$ cat config.mk
export PLATFORM = sky130hd
export DESIGN_NAME = pc_gen
export DESIGN_NICKNAME = d
export VERILOG_FILES = /design/src/rtl/pc_pkg.sv /design/src/rtl/pc_redirect_arb.sv /design/src/rtl/pc_gen.sv
export SDC_FILE = /design/constraint.sdc
export NUM_CORES = 1
export LEC_CHECK = 0
export CORE_MARGIN = 2
export CORE_UTILIZATION = 45
export CTS_CLUSTER_DIAMETER = 200
export DETAILED_ROUTE_END_ITERATION = 8
export HOLD_SLACK_MARGIN = 0.1
export PLACE_DENSITY = 0.89
export SETUP_SLACK_MARGIN = 0.05
export SLEW_MARGIN = 20
export SYNTH_ARGS = -nofsm -noshare
export SYNTH_HDL_FRONTEND = slang
export SYNTH_HIERARCHICAL = 1
export SYNTH_SLANG_ARGS = --single-unit
$ cat constraint.sdc
create_clock -name clk -period 3 [get_ports clk]
set_clock_uncertainty 0.2 [all_clocks]
set_input_delay 0.6 -clock clk [delete_from_list [all_inputs] [get_ports clk]]
set_output_delay 0.6 -clock clk [all_outputs]
set_load 0.02 [all_outputs]
$ cat src/rtl/pc_pkg.sv
// Shared types for the fetch PC generator: FSM states, redirect sources
// (ordered by priority) and the address-LSB helper.
package pc_pkg;

  typedef enum logic [1:0] {
    ST_BOOT,
    ST_RUN,
    ST_HALT
  } pc_state_e;

  // Numeric order is priority order; anything above SRC_SEQ is a redirect.
  typedef enum logic [2:0] {
    SRC_NONE,
    SRC_SEQ,
    SRC_JREG,
    SRC_BR,
    SRC_JMP,
    SRC_TRAP
  } pc_src_e;

  // Number of address LSBs covered by one instruction (log2 of INST_BYTES).
  function automatic int unsigned pc_lsb_w(input int unsigned inst_bytes);
    return $clog2(inst_bytes);
  endfunction

endpackage

$ cat src/rtl/pc_redirect_arb.sv
// Combinational priority encoder choosing the live redirect source and its
// target: trap > jump > branch > jump-register > sequential.
module pc_redirect_arb
  import pc_pkg::*;
#(
  parameter int                ADDR_W   = 32,
  parameter logic [ADDR_W-1:0] TRAP_VEC = ADDR_W'('h80)
) (
  input  logic              trap_i,
  input  logic              jump_n_i,
  input  logic [ADDR_W-1:0] jump_addr_i,
  input  logic              ebranch_i,
  input  logic              bgtz_i,
  input  logic [ADDR_W-1:0] br_addr_i,
  input  logic              jmp_reg_i,
  input  logic [ADDR_W-1:0] rrs_i,
  input  logic [ADDR_W-1:0] seq_addr_i,
  output logic [2:0]        src_o,
  output logic [ADDR_W-1:0] target_o
);

  pc_src_e src;

  always_comb begin
    src      = SRC_SEQ;
    target_o = seq_addr_i;
    if (trap_i) begin
      src      = SRC_TRAP;
      target_o = TRAP_VEC;
    end else if (!jump_n_i) begin
      src      = SRC_JMP;
      target_o = jump_addr_i;
    end else if (ebranch_i || bgtz_i) begin
      src      = SRC_BR;
      target_o = br_addr_i;
    end else if (jmp_reg_i) begin
      src      = SRC_JREG;
      target_o = rrs_i;
    end
  end

  assign src_o = src;

endmodule

$ cat src/rtl/pc_gen.sv
// Fetch program-counter generator with boot/run/halt FSM and a one-deep
// buffer for redirects arriving during a stall. Define PC_ALIGN_CHK_EN to
// trap on misaligned targets; otherwise their low bits are cleared.
module pc_gen
  import pc_pkg::*;
#(
  parameter int                ADDR_W     = 32,
  parameter int                INST_BYTES = 4,
  parameter logic [ADDR_W-1:0] RESET_VEC  = '0,
  parameter logic [ADDR_W-1:0] TRAP_VEC   = ADDR_W'('h80)
) (
  input  logic              clk,
  input  logic              rst,
  input  logic              stall_pc,
  input  logic              trap,
  input  logic              jump_n,
  input  logic [ADDR_W-1:0] jump_address,
  input  logic              ebranch,
  input  logic              bgtz_sig,
  input  logic [ADDR_W-1:0] jc_instaddress,
  input  logic              jmp_reg,
  input  logic [ADDR_W-1:0] rrs,
  input  logic              halt,
  output logic [ADDR_W-1:0] inst_address,
  output logic [ADDR_W-1:0] next_instaddress,
  output logic              ce,
  output logic              pend_valid,
  output logic              halted,
  output logic              align_err
);

  localparam int unsigned       LSB_W    = pc_lsb_w(INST_BYTES);
  localparam logic [ADDR_W-1:0] LSB_MASK = ADDR_W'((64'd1 << LSB_W) - 64'd1);

  pc_state_e         state_q, state_d;
  pc_src_e           pend_src_q, pend_src_d, live_src;
  logic [ADDR_W-1:0] pc_q, pc_d, pend_addr_q, pend_addr_d, arb_target, chosen;
  logic [ADDR_W:0]   fixed;
  logic [2:0]        arb_src;
  logic              ce_q, align_err_q, align_err_d, live, pend_is_trap;

`ifdef PC_ALIGN_CHK_EN
  if (((RESET_VEC & LSB_MASK) != '0) || ((TRAP_VEC & LSB_MASK) != '0)) begin : g_vec_align
    $error("pc_gen: RESET_VEC or TRAP_VEC is not instruction aligned");
  end

  // MSB flags a fault; the faulting target is redirected to the trap vector.
  function automatic logic [ADDR_W:0] fix_target(input logic [ADDR_W-1:0] a);
    if ((a & LSB_MASK) != '0) return {1'b1, TRAP_VEC};
    return {1'b0, a};
  endfunction
`else
  function automatic logic [ADDR_W:0] fix_target(input logic [ADDR_W-1:0] a);
    return {1'b0, a & ~LSB_MASK};
  endfunction
`endif

  assign next_instaddress = pc_q + ADDR_W'(INST_BYTES);

  pc_redirect_arb #(
    .ADDR_W  (ADDR_W),
    .TRAP_VEC(TRAP_VEC)
  ) u_arb (
    .trap_i     (trap),
    .jump_n_i   (jump_n),
    .jump_addr_i(jump_address),
    .ebranch_i  (ebranch),
    .bgtz_i     (bgtz_sig),
    .br_addr_i  (jc_instaddress),
    .jmp_reg_i  (jmp_reg),
    .rrs_i      (rrs),
    .seq_addr_i (next_instaddress),
    .src_o      (arb_src),
    .target_o   (arb_target)
  );

  assign live_src     = pc_src_e'(arb_src);
  assign live         = (live_src > SRC_SEQ);
  assign pend_is_trap = (pend_src_q == SRC_TRAP);

  always_ff @(posedge clk or posedge rst) begin
    if (rst) begin
      state_q     <= ST_BOOT;
      pc_q        <= RESET_VEC;
      ce_q        <= 1'b0;
      pend_src_q  <= SRC_NONE;
      align_err_q <= 1'b0;
    end else begin
      state_q     <= state_d;
      pc_q        <= pc_d;
      ce_q        <= 1'b1;
      pend_src_q  <= pend_src_d;
      align_err_q <= align_err_d;
    end
  end

  always_ff @(posedge clk) begin
    pend_addr_q <= pend_addr_d;
  end

  always_comb begin
    state_d = state_q;
    case (state_q)
      ST_BOOT: state_d = ST_RUN;
      ST_RUN:  if (halt && !stall_pc) state_d = ST_HALT;
      ST_HALT: if (trap) state_d = ST_RUN;
      default: state_d = ST_BOOT;
    endcase
  end

  always_comb begin
    pc_d        = pc_q;
    pend_src_d  = pend_src_q;
    pend_addr_d = pend_addr_q;
    align_err_d = 1'b0;
    chosen      = next_instaddress;
    fixed       = '0;
    case (state_q)
      ST_RUN: begin
        if (stall_pc) begin
          // A buffered trap survives any later non-trap redirect.
          if (live && !(pend_is_trap && live_src != SRC_TRAP)) begin
            pend_src_d  = live_src;
            pend_addr_d = arb_target;
          end
        end else if (!halt) begin
          if (pend_is_trap)                  chosen = TRAP_VEC;
          else if (live)                     chosen = arb_target;
          else if (pend_src_q != SRC_NONE)   chosen = pend_addr_q;
          fixed       = fix_target(chosen);
          pc_d        = fixed[ADDR_W-1:0];
          align_err_d = fixed[ADDR_W];
          pend_src_d  = SRC_NONE;
        end
      end
      ST_HALT: begin
        if (trap) begin
          fixed       = fix_target(TRAP_VEC);
          pc_d        = fixed[ADDR_W-1:0];
          align_err_d = fixed[ADDR_W];
          pend_src_d  = SRC_NONE;
        end
      end
      default: pc_d = RESET_VEC;
    endcase
  end

  assign inst_address = pc_q;
  assign ce           = ce_q;
  assign pend_valid   = (pend_src_q != SRC_NONE);
  assign halted       = (state_q == ST_HALT);
`ifdef PC_ALIGN_CHK_EN
  assign align_err    = align_err_q;
`else
  assign align_err    = 1'b0;
`endif

endmodule

==> results of run 1 <==
tightest hold or removal path, stage by stage, from the launching register on:
cell,delay [ns]
edfxtp_1,0.33
nand3_1,0.06
nand3_1,0.08
metrics by stage:
stage                     setup slack, ns  hold WS (ns)
after floorplan                   0.04260        0.2589
after global placement           -0.01522        0.2714
after detailed placement          -0.1141        0.3025
after global routing             -0.05554        0.3596
after CTS                         0.05021        0.3182
final                             0.08336        0.3097
sequential cells by signal, indices dropped and copies added, names as in the netlist:
name,flops
ce,1
pend_addr_q,30
state_q,2
inst_address,30
pend_src_q,3
layer usage:
layer / track usage, % / routed length (µm)
met1: 35.78 / 7279
met2: 52.31 / 9345
met3: 7.135 / 1785
met4: 12.75 / 645
met5: 0 / 0
repair_timing:
item / CTS / global route
resized for setup: 52 / 46
endpoints found under the setup margin: 26 / 25
pin swaps: 5 / 6
gates cloned: 0 / 0
hold endpoints to repair: 0 / 0
buffers inserted: 5 / 5
cells in the final DEF, fill, tap and decap left out, drive strengths merged, types with 4 or more instances in the layout:
| cell type | n |
|---|---|
| nand3 | 23 |
| ha | 6 |
| xor2 | 9 |
| o21ai | 24 |
| nor4 | 7 |
| o31ai | 4 |
| inv | 19 |
| mux2i | 8 |
| or2 | 5 |
| and4 | 4 |
| o211ai | 33 |
| a22oi | 7 |
| a21o | 9 |
| a22o | 10 |
| nand2b | 33 |
| nand2 | 58 |
| conb | 6 |
| buf | 111 |
| clkbuf | 19 |
| a21oi | 41 |
| dlygate4sd2 | 8 |
| nand4 | 10 |
| a2bb2oi | 29 |
| xnor2 | 19 |
| nor3 | 33 |
| nor2 | 32 |
| dfrtp | 36 |
| and3 | 7 |
| clkdlybuf4s50 | 135 |
| edfxtp | 30 |
where the power goes:
| group | total, W | switching, W | internal (W) |
|---|---|---|---|
| logic | 0.00185 | 0.00105 | 0.000800 |
| clock network | 0.00122 | 0.000405 | 0.000811 |
| registers | 0.00121 | 0.0000995 | 0.00111 |
final cells by class:
cell class | count | area (µm²)
fillers | 800 | 2984
clock buffers | 9 | 225.2
clock inverters | 7 | 116.4
multi-input cells | 454 | 3173
inverters | 18 | 67.56
flip-flops and latches | 66 | 1808
repair buffers | 265 | 2386
well taps | 140 | 175.2
final timing paths:
path / to / from / slack (ns)
setup / recovery: next_instaddress[31] / inst_address[22] / 0.08
hold / removal: inst_address[15] / pend_addr_q[15] / 0.31
setup reg to reg: inst_address[25] / inst_address[8] / 0.11
hold reg to reg: inst_address[15] / pend_addr_q[15] / 0.31
max in group asynchronous: inst_address[8] / rst / 1.71
min in group asynchronous: state_q[1] / rst / 0.50
==> summary.md, run 1 <==
| Metric | Value |
|---|---|
| Status | `finished, final reports clean` |
| Leakage | `3.341 nW` |
| Die area | `0.01222 mm²` |
| Hpwl dp | `13380 µm` |
| Clock sink count | `66` |
| Placed Instances | `933` |
| Clock transition at the registers of the reported paths | `0.06 ns` |
| CP most frequent cell | `nand4_1` |
| Layout Utilization | `72.71%` |
| Worst EP required | `2.20 ns` |
| WP depth | `5` |
| First drt pass iteration count | `5` |
| N_diodes | `0` |
| Critical-path top delay cell | `nor4_1` |
| Cells after Synth | `581` |
| Final period utilization | `97.22%` |
| GRT overflow | `0` |
| Hold Buf Count CTS | `0` |
| Max Root-Sink Buffers | `2` |
| Unrepaired setup endpoints after global routing | `yes` |
| Hold Fails Final Rpt | `0` |
| Power per standard cell area | `538.2 mW/mm²` |
| Non-Filler Instances | `959` |
| Type of origin of the critical path | `register` |
| Worst-skew pair later-pin latency | `0.33 ns` |
| Final setup TNS | `0 ns` |
| H-tree Lvls | `3` |
| CORE AREA | `0.01094 mm²` |
| Final Power | `0.004280 W` |
| Crit-path max cell delay | `0.44 ns` |
| DRC | `0` |
| CP cell instances | `nand4_1 -> nor4_1 -> nand4_1 -> xnor2_2 -> buf_2` |
| Largest net degree at the start of global routing | `42` |
| WP data arrival | `2.12 ns` |
| ANT nets after route | `0` |
| Mapped Area | `0.005109 mm²` |
| CTS tree | `done` |
| Vias | `5755` |
| Share of cells above drive strength 1 | `25.52%` |
| Max cap viols | `0` |
| Worst Hold Class | `reg -> reg` |
| Top-Level Pins | `173` |
| Crit path max-delay family | `simple AND/OR/NAND/NOR gates` |
| FMAX | `342.9 MHz` |
| Die height | `110.6 µm` |
| NumNets Final | `925` |
| First-pass GRT wire length | `30090 µm` |
| CTS Buf Count | `9` |
| Initial antenna violation count | `0` |
| Final setup vio count | `0` |
| Setup Crit Path Kind | `reg -> out` |
| Relative slew slack | `64.18%` |
| Max FO, Critical Path | `4` |
| Placed instance area | `0.007480 mm²` |
| Placer Congestion | `0.9499` |
| Routed len/inst | `19.87 µm` |
| Crit path buf inv count | `1` |
| IO buf count | `161` |
| # rows | `38` |
| Mean post-synth cell area | `8.793 µm²` |
| Worst-margin pin slew | `0.5373 ns` |
| Area Overhead vs Synth | `55.65%` |
| Ys Warns | `6` |
| Initial Util | `46.72%` |
| Cell count of the worst reg-to-reg path | `12` |
| Die width | `110.6 µm` |
| Hold path depth | `2` |
| CTS root buf | `clkbuf_16` |
| Slew Limit Fails | `0` |
| Routed WL | `19060 µm` |
| Max VDD drop | `0.0003199 V` |
| Fin area | `0.007951 mm²` |
| Fin crit period | `2.917 ns` |
| Endpoint class of the critical path | `output port` |
| Vias per cell | `6.001` |
| Number of global-route vias before repair | `6029` |
| Initial DRC count | `511` |
| Total GRT Usage | `30.18%` |
Power figures use the tool's default switching activity.
==> inputs of run 2 (changes only) <==
--- a/config.mk
+++ b/config.mk
@@ -5,12 +5,13 @@
 export SDC_FILE = /design/constraint.sdc
 export NUM_CORES = 1
 export LEC_CHECK = 0
+export ABC_AREA = 1
 export CORE_MARGIN = 2
 export CORE_UTILIZATION = 45
 export CTS_CLUSTER_DIAMETER = 200
 export DETAILED_ROUTE_END_ITERATION = 8
 export HOLD_SLACK_MARGIN = 0.1
-export PLACE_DENSITY = 0.89
+export PLACE_DENSITY = 0.87
 export SETUP_SLACK_MARGIN = 0.05
 export SLEW_MARGIN = 20
 export SYNTH_ARGS = -nofsm -noshare
==> summary.md, run 2 <==
| Metric | Value |
|---|---|
| Hold Buf Count CTS | `0` |
| Slew Limit Fails | `0` |
| Vias | `6360` |
| Initial DRC count | `456` |
| Filler cells | `1093` |
| Number of global-route vias before repair | `6188` |
| Final setup vio count | `0` |
| CORE AREA | `0.01211 mm²` |
| Routed len/inst | `14.65 µm` |
| Final setup TNS | `0 ns` |
| Hold Slack | `0.3110 ns` |
| Leakage | `3.576 nW` |
| Setup Crit Path Kind | `reg -> out` |
| H-tree Lvls | `3` |
| Worst-margin pin slew | `0.5236 ns` |
| Initial antenna violation count | `0` |
| ANT nets after route | `0` |
| Ys Warns | `6` |
| Routed WL | `18310 µm` |
| Relative slew slack | `65.10%` |
| Hold path depth | `2` |
| # rows | `40` |
| Hpwl dp | `12960 µm` |
| Top-Level Pins | `173` |
| FMAX | `347.9 MHz` |
| Clock sink count | `66` |
| Fin crit period | `2.874 ns` |
| Die width | `115.7 µm` |
| Commonest non-fill, non-tap cell in the layout | `nand2_1` |
| Most frequent cells in the layout | `286 x nand2_1, 137 x nor2_1, 135 x clkdlybuf4s50_1` |
| CTS tree | `done` |
| Seq. cell area | `0.001810 mm²` |
| Final period utilization | `95.81%` |
| Worst Hold Class | `reg -> reg` |
| CTS Buf Count | `9` |
| Reg2reg end | `inst_address[31]` |
| Clock transition at the registers of the reported paths | `0.06 ns` |
| First drt pass iteration count | `5` |
| Cells after Synth | `919` |
| IO buf count | `161` |
| Die area | `0.01338 mm²` |
| CTS root buf | `clkbuf_16` |
| Power per standard cell area | `623.9 mW/mm²` |
| Endpoint class of the critical path | `output port` |
| Max FO, Critical Path | `6` |
| Mean post-synth cell area | `6.108 µm²` |
| Worst-skew pair later-pin latency | `0.33 ns` |
| Type of origin of the critical path | `register` |
| DRC | `0` |
| Share of cells above drive strength 1 | `8.410%` |
| Hold path endpoint | `pend_src_q[1]` |
| Mapped Area | `0.005613 mm²` |
| Cell count of the worst reg-to-reg path | `16` |
| Vias per cell | `5.088` |
| NumNets Final | `1188` |
| R2r setup slk | `0.54 ns` |
| Unrepaired setup endpoints after global routing | `yes` |
| GRT overflow | `0` |
| R2r startpoint | `inst_address[3]` |
| Total GRT Usage | `27.77%` |
| Placer Congestion | `0.9248` |
| Worst EP required | `2.20 ns` |
| Max cap viols | `0` |
| N_diodes | `0` |
| First-pass GRT wire length | `29260 µm` |
| Max Root-Sink Buffers | `2` |
| WP data arrival | `2.07 ns` |
| Initial Util | `46.34%` |
| Max VDD drop | `0.0003605 V` |
| Worst hold start | `pend_src_q[1]` |
| Status | `finished, final reports clean` |
| Die height | `115.7 µm` |
| Largest net degree at the start of global routing | `45` |
| Multi-input gate area | `0.003062 mm²` |
| Area Overhead vs Synth | `36.38%` |
| Hold Fails Final Rpt | `0` |
==> run 2: critical path, stage by stage, from the launching register on <==
cell           delay [ns]
dfrtp_2              0.43
ha_1                 0.20
inv_1                0.08
nor2_4               0.17
nand2_4              0.11
nor2_4               0.16
nand3_1              0.10
nand2_2              0.12
dlygate4sd2_1        0.38
==> run 2: how the worst max path moves through the flow <==
| stage | start | endpoint | slack [ns] |
|---|---|---|---|
| CTS | inst_address[3] | next_instaddress[30] | 0.07 |
| floorplan | jmp_reg | pend_addr_q[10] | 0.08 |
| detailed placement | inst_address[6] | next_instaddress[13] | 0.11 |
| global route | inst_address[6] | next_instaddress[25] | 0.01 |
| finish | inst_address[3] | next_instaddress[22] | 0.13 |
| global placement | inst_address[3] | next_instaddress[30] | 0.16 |
==> run 2: cell type report <==
cell class	instances	share of cell area, %
multi-input combinational	676	40.00
sequential	66	23.65
timing repair buffer	188	23.32
inverter	136	6.702
clock buffer	13	3.400
tap	168	2.746
clock inverter	3	0.1798
==> run 2: power by group <==
group / leakage (nW) / internal (W) / switching (W)
combinational: 2.68 / 0.000895 / 0.00151
clock: 0.137 / 0.000599 / 0.000382
sequential: 0.758 / 0.00117 / 0.000224
==> run 2: stage by stage <==
stage | cell area (µm²) | total power [W] | std cells | setup slack [ns] | util, %
6_report | 7655 | 0.004776 | 1250 | 0.1257 | 63.20
5_1_grt | 7655 | 0.005067 | 1250 | 0.01136 | 63.20
4_1_cts | 7596 | 0.004712 | 1244 | 0.07350 | 62.72
3_5_place_dp | 7323 | 0.003784 | 1228 | 0.1142 | 60.46
3_3_place_gp | 7323 | 0.003736 | 1228 | 0.1568 | 60.46
2_1_floorplan | 5630 | 0.002855 | 923 | 0.07730 | -
==> run 2: routing by layer <==
layer	up-vias	part of all wire, %	global-route usage [%]
li1	3132	-	-
met1	2888	40	34.08
met2	302	49	47.91
met3	38	9.1	6.695
met4	0	1.8	9.524
met5	-	0	0
==> run 2: timing repair <==
action	CTS	global route
setup endpoints to repair	26	19
resized for setup	35	25
pin swaps	0	2
setup buffers	0	6
==> inputs of run 3 (changes only) <==
--- a/config.mk
+++ b/config.mk
@@ -7,11 +7,11 @@
 export LEC_CHECK = 0
 export ABC_AREA = 1
 export CORE_MARGIN = 2
-export CORE_UTILIZATION = 45
+export CORE_UTILIZATION = 48
 export CTS_CLUSTER_DIAMETER = 200
 export DETAILED_ROUTE_END_ITERATION = 8
 export HOLD_SLACK_MARGIN = 0.1
-export PLACE_DENSITY = 0.87
+export PLACE_DENSITY = 0.92
 export SETUP_SLACK_MARGIN = 0.05
 export SLEW_MARGIN = 20
 export SYNTH_ARGS = -nofsm -noshare
==> summary.md, run 3 (synthesis results as in run 2) <==
| Metric | Value |
|---|---|
| Largest net degree at the start of global routing | `43` |
| N_diodes | `0` |
| Worst Hold Class | `reg -> reg` |
| ANT nets after route | `0` |
| Total GRT Usage | `28.66%` |
| Routed WL | `17980 µm` |
| Hpwl dp | `13050 µm` |
| Fin area | `0.007689 mm²` |
| Die width | `112.1 µm` |
| Most frequent cells in the layout | `285 x nand2_1, 135 x clkdlybuf4s50_1, 134 x nor2_1` |
| Type of origin of the critical path | `register` |
| Final setup vio count | `0` |
| Fin crit period | `2.864 ns` |
| Initial DRC count | `454` |
| Max cap viols | `0` |
| Final period utilization | `95.48%` |
| CTS Buf Count | `9` |
| CORE AREA | `0.01142 mm²` |
| Max VDD drop | `0.0004910 V` |
| FMAX | `349.1 MHz` |
| CTS tree | `done` |
| Filler cells | `1008` |
| Area Overhead vs Synth | `36.98%` |
| Worst hold start | `pend_src_q[0]` |
| Top-Level Pins | `173` |
| GRT overflow | `0` |
| Power per standard cell area | `639.5 mW/mm²` |
| Initial antenna violation count | `0` |
| Share of cells above drive strength 1 | `9.057%` |
| Layout Utilization | `67.34%` |
| Hold path endpoint | `pend_src_q[0]` |
| Max Root-Sink Buffers | `2` |
| CTS root buf | `clkbuf_16` |
| Cell count of the worst reg-to-reg path | `16` |
| Setup Crit Path Kind | `reg -> out` |
| DRC | `0` |
| Unrepaired setup endpoints after global routing | `no` |
| NumNets Final | `1188` |
| Final setup TNS | `0 ns` |
| Seq. cell area | `0.001809 mm²` |
| # rows | `39` |
| Multi-input gate area | `0.003079 mm²` |
| Placed instance area | `0.007327 mm²` |
| Clock transition at the registers of the reported paths | `0.05 ns` |
| Status | `finished, final reports clean` |
| Endpoint class of the critical path | `output port` |
| Reg2reg end | `inst_address[30]` |
| Vias | `6382` |
| IO buf count | `161` |
| Die height | `112.1 µm` |
| R2r setup slk | `0.55 ns` |
| Worst EP required | `2.20 ns` |
| CP startpoint | `inst_address[2]` |
| Die area | `0.01257 mm²` |
| R2r startpoint | `inst_address[2]` |
| First-pass GRT wire length | `29160 µm` |
| Worst-skew pair later-pin latency | `0.32 ns` |
| Initial Util | `49.16%` |
| First drt pass iteration count | `4` |
| Routed len/inst | `14.68 µm` |
| Relative slew slack | `60.36%` |
| Worst-margin pin slew | `0.5940 ns` |
| H-tree Lvls | `3` |
| Hold path depth | `2` |
| Max FO, Critical Path | `7` |
| Hold Fails Final Rpt | `0` |
| Leakage | `3.594 nW` |
| Commonest non-fill, non-tap cell in the layout | `nand2_1` |
| WP data arrival | `2.06 ns` |
| Number of global-route vias before repair | `6311` |
| Slew Limit Fails | `0` |
| Vias per cell | `5.210` |
| Placer Congestion | `0.9499` |
| Clock sink count | `66` |
[run 3: final cells by class]
class | count | share of cell area (%)
clock buffer | 15 | 3.743
clock inverter | 1 | 0.3906
inverter | 136 | 6.672
multi-input combinational | 676 | 40.05
sequential | 66 | 23.53
tap | 143 | 2.327
timing repair buffer | 188 | 23.29
[run 3: worst max-delay path by stage]
stage	end	slack [ns]	cells after the start
2_1_floorplan	pend_addr_q[10]	0.08	8
3_3_place_gp	next_instaddress[30]	0.11	9
3_5_place_dp	next_instaddress[30]	0.04	9
4_1_cts	next_instaddress[30]	0.007	9
5_1_grt	next_instaddress[22]	0.04	8
6_report	next_instaddress[14]	0.14	8
[run 3: metrics by stage]
stage / power [W] / cells / setup WS (ns) / hold slack [ns]
2_1_floorplan: 0.002855 / 923 / 0.07730 / 0.2664
3_3_place_gp: 0.003769 / 1206 / 0.1083 / 0.2896
3_5_place_dp: 0.003818 / 1206 / 0.03811 / 0.2973
4_1_cts: 0.004873 / 1222 / 0.006589 / 0.3095
5_1_grt: 0.005213 / 1225 / 0.03572 / 0.3572
6_report: 0.004917 / 1225 / 0.1356 / 0.3089
[run 3: worst max-delay path, cell delays in order (launching register included)]
cell and delay [ns]:
dfrtp_2 0.44, ha_2 0.22, inv_1 0.07, nor2_4 0.16, nand2_4 0.10, nor2_4 0.18, nand2_1 0.10, nand2_1 0.11
dlygate4sd2_1 0.34
[run 3: repair_timing]
action	in CTS	in global routing
resized for setup	35	34
pin swaps	0	2
setup buffers	0	3
hold endpoints to repair	0	0
endpoints found under the setup margin	25	15
hold buffers	0	0
[run 3: per-layer routing]
| layer | global-route usage, % | vias up | share of wire (%) |
|---|---|---|---|
| li1 | - | 3134 | - |
| met1 | 34.55 | 2906 | 40 |
| met2 | 50.72 | 289 | 49 |
| met3 | 6.048 | 53 | 7.5 |
| met4 | 10.08 | 0 | 3.0 |
| met5 | 0 | - | 0 |
[run 3: where the power goes]
part | internal [W] | switching [W] | total [W]
combinational | 0.000920 | 0.00150 | 0.00242
clock | 0.000735 | 0.000375 | 0.00111
sequential | 0.00117 | 0.000219 | 0.00139
total | 0.00282 | 0.00210 | 0.00492
